**config.mk**
```make
export PLATFORM = sky130hd
export DESIGN_NAME = pangya_meter
export DESIGN_NICKNAME = d
export VERILOG_FILES = /design/src/rtl/battle_pkg.sv /design/src/rtl/meter_grade.sv /design/src/rtl/pangya_meter.sv
export SDC_FILE = /design/constraint.sdc
export NUM_CORES = 1
export LEC_CHECK = 0
export CAP_MARGIN = 20
export CORE_MARGIN = 2
export CORE_UTILIZATION = 25
export DETAILED_ROUTE_END_ITERATION = 10
export GPL_TIMING_DRIVEN = 0
export SETUP_SLACK_MARGIN = 0.3
export SLEW_MARGIN = 15
export SYNTH_ARGS = -nofsm -noshare
export SYNTH_HDL_FRONTEND = slang
export SYNTH_SLANG_ARGS = --single-unit
```
**constraint.sdc**
```tcl
create_clock -name Pclk -period 6.3 [get_ports Pclk]
set_input_delay 1.26 -clock Pclk [delete_from_list [all_inputs] [get_ports Pclk]]
set_output_delay 1.26 -clock Pclk [all_outputs]
set_load 0.1 [all_outputs]
```
**src/rtl/battle_pkg.sv**
```systemverilog
// Shared battle-screen definitions: FSM encoding, screen limits, damage type.
package battle_pkg;

    typedef enum logic [1:0] {
        S_IDLE   = 2'd0,
        S_SWEEP  = 2'd1,
        S_LATCH  = 2'd2,
        S_REPORT = 2'd3
    } state_t;

    localparam int H_LAST    = 639;
    localparam int V_LAST    = 479;
    localparam int DMG_W_DEF = 7;

    typedef logic [DMG_W_DEF-1:0] damage_t;

endpackage

```
**src/rtl/meter_grade.sv**
```systemverilog
// Combinational zone grader: marker centre -> 3x / 2x / 1x damage, saturating.
module meter_grade #(
    parameter int X_CENTRE = 300,
    parameter int ZONE3_HW = 10,
    parameter int ZONE2_HW = 40,
    parameter int BASE_DMG = 15,
    parameter int DMG_W    = 7
) (
    input  logic [10:0]      c,
    output logic [DMG_W-1:0] dmg
);

    logic [10:0] d;
    logic [15:0] prod;

    // Distance from the zone centre, then multiplier and saturation to the output width.
    always_comb begin
        d    = (c >= 11'(X_CENTRE)) ? (c - 11'(X_CENTRE)) : (11'(X_CENTRE) - c);
        prod = 16'(BASE_DMG);
        if (d <= 11'(ZONE3_HW))
            prod = 16'(3 * BASE_DMG);
        else if (d <= 11'(ZONE2_HW))
            prod = 16'(2 * BASE_DMG);
        if (prod > 16'((1 << DMG_W) - 1))
            dmg = '1;
        else
            dmg = prod[DMG_W-1:0];
    end

endmodule

```
**src/rtl/pangya_meter.sv**
```systemverilog
// Timing-bar attack meter: sweeping marker, press latch, zone grading,
// valid/ack result handshake and marker pixel flag for the VGA mixer.
module pangya_meter
    import battle_pkg::*;
#(
    parameter int X_MIN      = 220,
    parameter int X_MAX      = 376,
    parameter int X_START    = 295,
    parameter int X_CENTRE   = 300,
    parameter int Y_TOP      = 290,
    parameter int MARK_W     = 5,
    parameter int MARK_H     = 30,
    parameter int STEP       = 6,
    parameter int FRAME_DIV  = 3,
    parameter int ZONE3_HW   = 10,
    parameter int ZONE2_HW   = 40,
    parameter int BASE_DMG   = 15,
    parameter int DMG_W      = 7,
    parameter int MAX_BOUNCE = 4
) (
    input  logic             Pclk,
    input  logic             rst,
    input  logic [9:0]       xx,
    input  logic [9:0]       yy,
    input  logic             aactive,
    input  logic             arm,
    input  logic             press,
    output logic             marker_on,
    output logic             attack_valid,
    input  logic             attack_ack,
    output logic [DMG_W-1:0] damage,
    output logic             miss
);

    state_t           state, state_n;
    logic [9:0]       mx, mx_mv;
    logic             dir, dir_mv;      // 1 = moving right
    logic [7:0]       frame_cnt;
    logic [7:0]       bounce_cnt;
    logic             frame_tick, bounce_hit, flip;
    logic [10:0]      centre;
    logic [DMG_W-1:0] grade_dmg;

    assign frame_tick = (xx == 10'(H_LAST)) && (yy == 10'(V_LAST));
    assign bounce_hit = (MAX_BOUNCE != 0) && (bounce_cnt == 8'(MAX_BOUNCE));
    assign centre     = {1'b0, mx} + 11'(MARK_W / 2);

    meter_grade #(
        .X_CENTRE (X_CENTRE),
        .ZONE3_HW (ZONE3_HW),
        .ZONE2_HW (ZONE2_HW),
        .BASE_DMG (BASE_DMG),
        .DMG_W    (DMG_W)
    ) u_grade (
        .c   (centre),
        .dmg (grade_dmg)
    );

    // Candidate marker position for the next move tick, clamped at the sweep bounds.
    always_comb begin
        mx_mv  = mx;
        dir_mv = dir;
        flip   = 1'b0;
        if (dir) begin
            if ({1'b0, mx} + 11'(STEP) > 11'(X_MAX)) begin
                mx_mv  = 10'(X_MAX);
                dir_mv = 1'b0;
                flip   = 1'b1;
            end else begin
                mx_mv = mx + 10'(STEP);
            end
        end else begin
            if ({1'b0, mx} < 11'(X_MIN + STEP)) begin
                mx_mv  = 10'(X_MIN);
                dir_mv = 1'b1;
                flip   = 1'b1;
            end else begin
                mx_mv = mx - 10'(STEP);
            end
        end
    end

    // Next-state logic; press wins over auto-miss and over a same-cycle move.
    always_comb begin
        state_n = state;
        case (state)
            S_IDLE:   if (arm) state_n = S_SWEEP;
            S_SWEEP:  if (press || bounce_hit) state_n = S_LATCH;
            S_LATCH:  state_n = S_REPORT;
            S_REPORT: if (attack_ack && attack_valid) state_n = S_IDLE;
            default:  state_n = S_IDLE;
        endcase
    end

    // FSM state register.
    always_ff @(posedge Pclk) begin
        if (rst) state <= S_IDLE;
        else     state <= state_n;
    end

    // Marker motion, counters and the attack result registers.
    always_ff @(posedge Pclk) begin
        if (rst) begin
            mx           <= 10'(X_START);
            dir          <= 1'b1;
            frame_cnt    <= '0;
            bounce_cnt   <= '0;
            attack_valid <= 1'b0;
            damage       <= '0;
            miss         <= 1'b0;
        end else begin
            case (state)
                S_IDLE: if (arm) begin
                    mx         <= 10'(X_START);
                    dir        <= 1'b1;
                    frame_cnt  <= '0;
                    bounce_cnt <= '0;
                end
                S_SWEEP: if (!press) begin
                    if (bounce_hit) begin
                        miss <= 1'b1;
                    end else if (frame_tick) begin
                        if (frame_cnt == 8'(FRAME_DIV - 1)) begin
                            frame_cnt <= '0;
                            mx        <= mx_mv;
                            dir       <= dir_mv;
                            if (flip) bounce_cnt <= bounce_cnt + 8'd1;
                        end else begin
                            frame_cnt <= frame_cnt + 8'd1;
                        end
                    end
                end
                S_LATCH: begin
                    damage       <= miss ? '0 : grade_dmg;
                    attack_valid <= 1'b1;
                end
                S_REPORT: if (attack_ack && attack_valid) begin
                    attack_valid <= 1'b0;
                    miss         <= 1'b0;
                end
                default: ;
            endcase
        end
    end

    // Registered marker pixel flag, one cycle behind the raster inputs.
    always_ff @(posedge Pclk) begin
        if (rst) begin
            marker_on <= 1'b0;
        end else begin
            marker_on <= aactive && (state != S_IDLE)
                      && ({1'b0, xx} >= {1'b0, mx})
                      && ({1'b0, xx} <  {1'b0, mx} + 11'(MARK_W))
                      && (yy >= 10'(Y_TOP))
                      && ({1'b0, yy} <  11'(Y_TOP + MARK_H));
        end
    end

endmodule

```
==> impl_metrics.xml <==
<?xml version="1.0" encoding="UTF-8"?>
<metrics>
  <group name="route">
    <metric name="detail_route.drc_violations" unit="">0</metric>
    <metric name="route.vias.total" unit="">3428</metric>
    <metric name="routed_wl_per_cell" unit="um">14.7</metric>
    <metric name="wirelength" unit="um">9730</metric>
    <metric name="detailedRoute.firstIterationViolations" unit="">212</metric>
    <metric name="post_route_ant_nets" unit="">0</metric>
    <metric name="vias_per_cell" unit="">5.19</metric>
    <metric name="drtPass1Iterations" unit="">5</metric>
  </group>
  <group name="sta">
    <metric name="setup_viol_count_final" unit="">0</metric>
    <metric name="finalHoldViolCount" unit="">0</metric>
    <metric name="totalNegativeSetupSlack" unit="ns">0</metric>
    <metric name="slew_headroom" unit="%">34.7</metric>
    <metric name="timing.fmax" unit="MHz">276</metric>
    <metric name="worst_clock_skew" unit="ns">0.00465</metric>
    <metric name="final-max-slew-violation-count" unit="">0</metric>
    <metric name="rsz_0062_raised_after_global_routing" unit="">false</metric>
    <metric name="max_slew.worst_pin.slew" unit="ns">0.976</metric>
    <metric name="finalCriticalPeriod" unit="ns">3.63</metric>
    <metric name="timing.final.crit_share" unit="%">57.6</metric>
  </group>
  <group name="floorplanning">
    <metric name="start_util" unit="%">25.8</metric>
    <metric name="die_x" unit="um">124</metric>
    <metric name="design.core.area" unit="um2">13900</metric>
    <metric name="die_height" unit="um">124</metric>
    <metric name="die_area" unit="um2">15300</metric>
    <metric name="placementRows" unit="">43</metric>
    <metric name="io_pins" unit="">36</metric>
  </group>
  <group name="critical_path">
    <metric name="cp_cell_sequence" unit="">clkdlybuf4s50_1 -&gt; nand4bb_1 -&gt; nor3_1 -&gt; nand4_1 -&gt; a21oi_1 -&gt; nand3_2 -&gt; or2_1 -&gt; o31a_1 -&gt; o32ai_1</metric>
    <metric name="timing.reg2reg.worst_path_depth" unit="">14</metric>
    <metric name="crit_type" unit="">input pin to flop</metric>
    <metric name="crit_family" unit="">simple AND/OR/NAND/NOR gates</metric>
    <metric name="critPathArrivalTime" unit="ns">3.82</metric>
    <metric name="reg2reg_to" unit="">damage[0]</metric>
    <metric name="critPathMaxFanout" unit="">10</metric>
    <metric name="endpoint_kind" unit="">flop</metric>
    <metric name="setup.worst_path.start_class" unit="">input pin</metric>
    <metric name="crit-reg2reg-launch" unit="">mx[1]</metric>
    <metric name="critical-path-max-stage-delay" unit="ns">0.46</metric>
    <metric name="cp_num_buf_inv" unit="">1</metric>
    <metric name="register_to_register_setup_slack" unit="ns">2.70</metric>
    <metric name="worst_path_max_delay_cell" unit="">sky130_fd_sc_hd__clkdlybuf4s50_1</metric>
    <metric name="crit_required" unit="ns">6.49</metric>
  </group>
  <group name="clocking">
    <metric name="cts-root-to-sink-buffers" unit="">2</metric>
    <metric name="cts_num_sinks" unit="">37</metric>
    <metric name="cts.htree.levels" unit="">2</metric>
    <metric name="tritoncts_clock_tree" unit="">built</metric>
    <metric name="cts.repair_timing.setup_buffer_count" unit="">0</metric>
    <metric name="cts_buffers" unit="">5</metric>
    <metric name="clkTransAtPathRegs" unit="ns">0.06</metric>
    <metric name="worst_skew_pair.late_latency" unit="ns">0.28</metric>
    <metric name="hold_buffers" unit="">0</metric>
    <metric name="postCtsResizedCells" unit="">0</metric>
    <metric name="cts-root-buf" unit="">sky130_fd_sc_hd__clkbuf_16</metric>
  </group>
  <group name="yosys">
    <metric name="post_synth_num_cell_types" unit="">81</metric>
    <metric name="postSynthNetCount" unit="">500</metric>
    <metric name="synth_seq_cells" unit="">37</metric>
    <metric name="synth_top_flop_cell" unit="">sky130_fd_sc_hd__dfxtp_1</metric>
    <metric name="ys_seq_area_share" unit="%">20.6</metric>
    <metric name="synth_area" unit="um2">3590</metric>
    <metric name="synthesis.instances" unit="">439</metric>
    <metric name="synth.yosys.warnings" unit="">0</metric>
    <metric name="postSynth.asyncResetShare" unit="%">0</metric>
    <metric name="post_synth.cell_area_avg" unit="um2">8.17</metric>
    <metric name="synth_edf_count" unit="">0</metric>
  </group>
  <group name="power">
    <metric name="netsw" unit="W">0.000836</metric>
    <metric name="comb_power_share" unit="%">67.5</metric>
    <metric name="internal_power" unit="W">0.000912</metric>
    <metric name="total_power" unit="W">0.00175</metric>
    <metric name="peakVddDrop" unit="mV">0.170</metric>
    <metric name="pwr-share-clk" unit="%">15.1</metric>
    <metric name="switching_share" unit="%">47.8</metric>
    <metric name="powerDensity" unit="nW/um2">406</metric>
    <metric name="p_leak" unit="nW">1.60</metric>
    <metric name="p_seq_share" unit="%">17.4</metric>
  </group>
  <group name="final_layout">
    <metric name="fin_nets" unit="">541</metric>
    <metric name="final_cell_count_no_fill" unit="">661</metric>
    <metric name="antennaDiodeCount" unit="">0</metric>
    <metric name="area_delta_synth_final" unit="%">20.0</metric>
    <metric name="drive_above_1_share" unit="%">11.4</metric>
  </group>
  <group name="grt">
    <metric name="grt_start_max_net_pins" unit="">12</metric>
    <metric name="grt_usage" unit="%">13.2</metric>
    <metric name="wire_length_of_the_first_global_routing_pass" unit="um">16400</metric>
    <metric name="grt_antenna_before_repair" unit="">0</metric>
    <metric name="grt_overflow" unit="">0</metric>
    <metric name="grt_pass1_vias" unit="">3490</metric>
  </group>
  <group name="min_path">
    <metric name="timing.hold.worst.start" unit="">damage[1]</metric>
    <metric name="whs_endpoint" unit="">damage[1]</metric>
    <metric name="min_delay_path_depth" unit="">2</metric>
    <metric name="holdCritPathClass" unit="">flop to flop</metric>
  </group>
  <group name="flow_run">
    <metric name="cap_violations" unit="">0</metric>
  </group>
  <group name="place">
    <metric name="dp_hpwl" unit="um">7650</metric>
    <metric name="place.detailed.instances" unit="">652</metric>
    <metric name="io_buffer_count" unit="">33</metric>
    <metric name="place_congestion" unit="">0.888</metric>
  </group>
  <group name="run_status">
    <metric name="result_of_the_run" unit="">finished clean</metric>
  </group>
</metrics>
## Yosys cell counts, types with 8 or more instances
| library cell | n | area (um2) |
|---|---|---|
| sky130_fd_sc_hd__a21oi_1 | 24 | 120 |
| sky130_fd_sc_hd__nand3_1 | 9 | 45.0 |
| sky130_fd_sc_hd__ha_1 | 35 | 438 |
| sky130_fd_sc_hd__nor2_1 | 39 | 146 |
| sky130_fd_sc_hd__inv_1 | 21 | 78.8 |
| sky130_fd_sc_hd__xor2_1 | 13 | 114 |
| sky130_fd_sc_hd__o21a_1 | 10 | 75.1 |
| sky130_fd_sc_hd__mux2i_1 | 8 | 80.1 |
| sky130_fd_sc_hd__nand4_1 | 14 | 87.6 |
| sky130_fd_sc_hd__dfxtp_1 | 37 | 741 |
| sky130_fd_sc_hd__nand2_1 | 29 | 109 |
| sky130_fd_sc_hd__o21ai_0 | 22 | 110 |
| sky130_fd_sc_hd__xnor2_1 | 22 | 193 |
| sky130_fd_sc_hd__nor3_1 | 18 | 90.1 |
## registers in the layout, indices dropped and copies added (netlist names)
signal        count
marker_on         1
dir               1
bounce_cnt        8
frame_cnt         8
mx               10
miss              1
attack_valid      1
state             2
damage            5
## cells in the final DEF, fill, tap and decap left out, types with 3 or more instances in the layout
master / synthesis / layout
sky130_fd_sc_hd__dfxtp_1: 37 / 37
sky130_fd_sc_hd__a21oi_1: 24 / 24
sky130_fd_sc_hd__buf_4: 6 / 6
sky130_fd_sc_hd__inv_1: 21 / 21
sky130_fd_sc_hd__and4_1: 3 / 3
sky130_fd_sc_hd__a31oi_1: 6 / 6
sky130_fd_sc_hd__o21a_1: 10 / 10
sky130_fd_sc_hd__mux2i_1: 8 / 8
sky130_fd_sc_hd__nor2_1: 39 / 39
sky130_fd_sc_hd__clkdlybuf4s50_1: 0 / 33
sky130_fd_sc_hd__nand3_1: 9 / 9
sky130_fd_sc_hd__and2_1: 4 / 4
sky130_fd_sc_hd__nand3_2: 3 / 3
sky130_fd_sc_hd__nand2b_1: 3 / 3
sky130_fd_sc_hd__xnor2_1: 22 / 22
sky130_fd_sc_hd__a211oi_1: 3 / 3
sky130_fd_sc_hd__ha_1: 35 / 35
sky130_fd_sc_hd__o21bai_1: 4 / 4
sky130_fd_sc_hd__clkbuf_8: 1 / 3
sky130_fd_sc_hd__buf_2: 3 / 3
sky130_fd_sc_hd__o32ai_1: 4 / 4
sky130_fd_sc_hd__clkbuf_16: 0 / 5
sky130_fd_sc_hd__xor2_1: 13 / 13
sky130_fd_sc_hd__nand2_1: 29 / 29
sky130_fd_sc_hd__nor3_1: 18 / 18
sky130_fd_sc_hd__o22ai_1: 3 / 3
sky130_fd_sc_hd__or3_1: 3 / 3
sky130_fd_sc_hd__o211ai_1: 3 / 3
sky130_fd_sc_hd__a22o_1: 3 / 3
sky130_fd_sc_hd__nor3b_1: 3 / 3
sky130_fd_sc_hd__nand4_1: 14 / 14
sky130_fd_sc_hd__nor2b_1: 4 / 4
sky130_fd_sc_hd__and3_1: 3 / 3
sky130_fd_sc_hd__o21ai_0: 22 / 22
sky130_fd_sc_hd__clkbuf_1: 6 / 6
sky130_fd_sc_hd__a21boi_0: 4 / 4
sky130_fd_sc_hd__buf_6: 6 / 6
## per-stage QoR
stage | hold WS (ns) | utilization [%] | cell area (um2) | setup WS [ns]
final | 0.483 | 30.9 | 4310 | 2.67
after global routing | 0.504 | 30.9 | 4310 | 2.46
after CTS | 0.481 | 30.9 | 4300 | 2.59
after detailed placement | 0.475 | 29.7 | 4140 | 2.32
after global placement | 0.470 | 29.7 | 4140 | 2.35
after floorplan | 0.453 | - | 3590 | 3.31
## worst reg2reg max path, stage by stage (launching register included)
cell,delay (ns)
sky130_fd_sc_hd__dfxtp_1,0.46
sky130_fd_sc_hd__buf_4,0.24
sky130_fd_sc_hd__inv_1,0.11
sky130_fd_sc_hd__ha_1,0.37
sky130_fd_sc_hd__buf_2,0.23
sky130_fd_sc_hd__a21oi_1,0.15
sky130_fd_sc_hd__nor2_1,0.09
sky130_fd_sc_hd__or3_2,0.45
sky130_fd_sc_hd__clkbuf_1,0.19
sky130_fd_sc_hd__a21oi_1,0.19
sky130_fd_sc_hd__a31oi_1,0.06
sky130_fd_sc_hd__o32ai_1,0.27
sky130_fd_sc_hd__nand3_1,0.22
sky130_fd_sc_hd__a32oi_1,0.24
sky130_fd_sc_hd__a21bo_2,0.24
## routing by layer
metal | global-route usage, % | vias up | share of wire, %
met3 | 1.60 | 16 | 4.3
met1 | 15.6 | 1631 | 43
met4 | 4.69 | 0 | 1.5
met2 | 24.3 | 108 | 51
li1 | - | 1673 | -
met5 | 0 | - | 0
## worst max path at each step
stage,cells after the start,to,start
2_1_floorplan,9,bounce_cnt[7],xx[8]
3_3_place_gp,8,frame_cnt[5],xx[8]
3_5_place_dp,10,bounce_cnt[7],xx[8]
4_1_cts,10,bounce_cnt[7],xx[8]
5_1_grt,8,frame_cnt[5],xx[8]
6_report,9,mx[7],xx[8]
## final cells by class
type | instances | area (um2)
sequential | 37 | 741
clock inverter | 1 | 5.00
multi-input combinational | 358 | 2600
fill | 1444 | 9630
tap | 180 | 225
inverter | 22 | 82.6
timing repair buffer | 34 | 335
buffer | 22 | 164
clock buffer | 7 | 153
## power groups by stage
stage | clock network, W | registers, W | logic (W)
6_report | 0.000265 | 0.000304 | 0.00118
5_1_grt | 0.000279 | 0.000310 | 0.00129
4_1_cts | 0.000271 | 0.000304 | 0.00117
3_5_place_dp | 0 | 0.000310 | 0.00117
3_3_place_gp | 0 | 0.000308 | 0.00113
2_1_floorplan | 0 | 0.000401 | 0.000818
## logic make-up (layout without fill, tap and decap cells)
kind of cell | after synthesis | in the layout | synth area share, %
fa+ha+maj | 35 | 35 | 12.2
buf+inv | 44 | 86 | 6.87
simple gates | 160 | 160 | 24.2
xor+xnor | 39 | 39 | 10.7
flops | 37 | 37 | 20.6
compound gates | 114 | 114 | 22.8
mux | 9 | 9 | 2.55
other cells | 1 | 1 | 0.105
No activity file was read; power rests on OpenSTA's default activity.
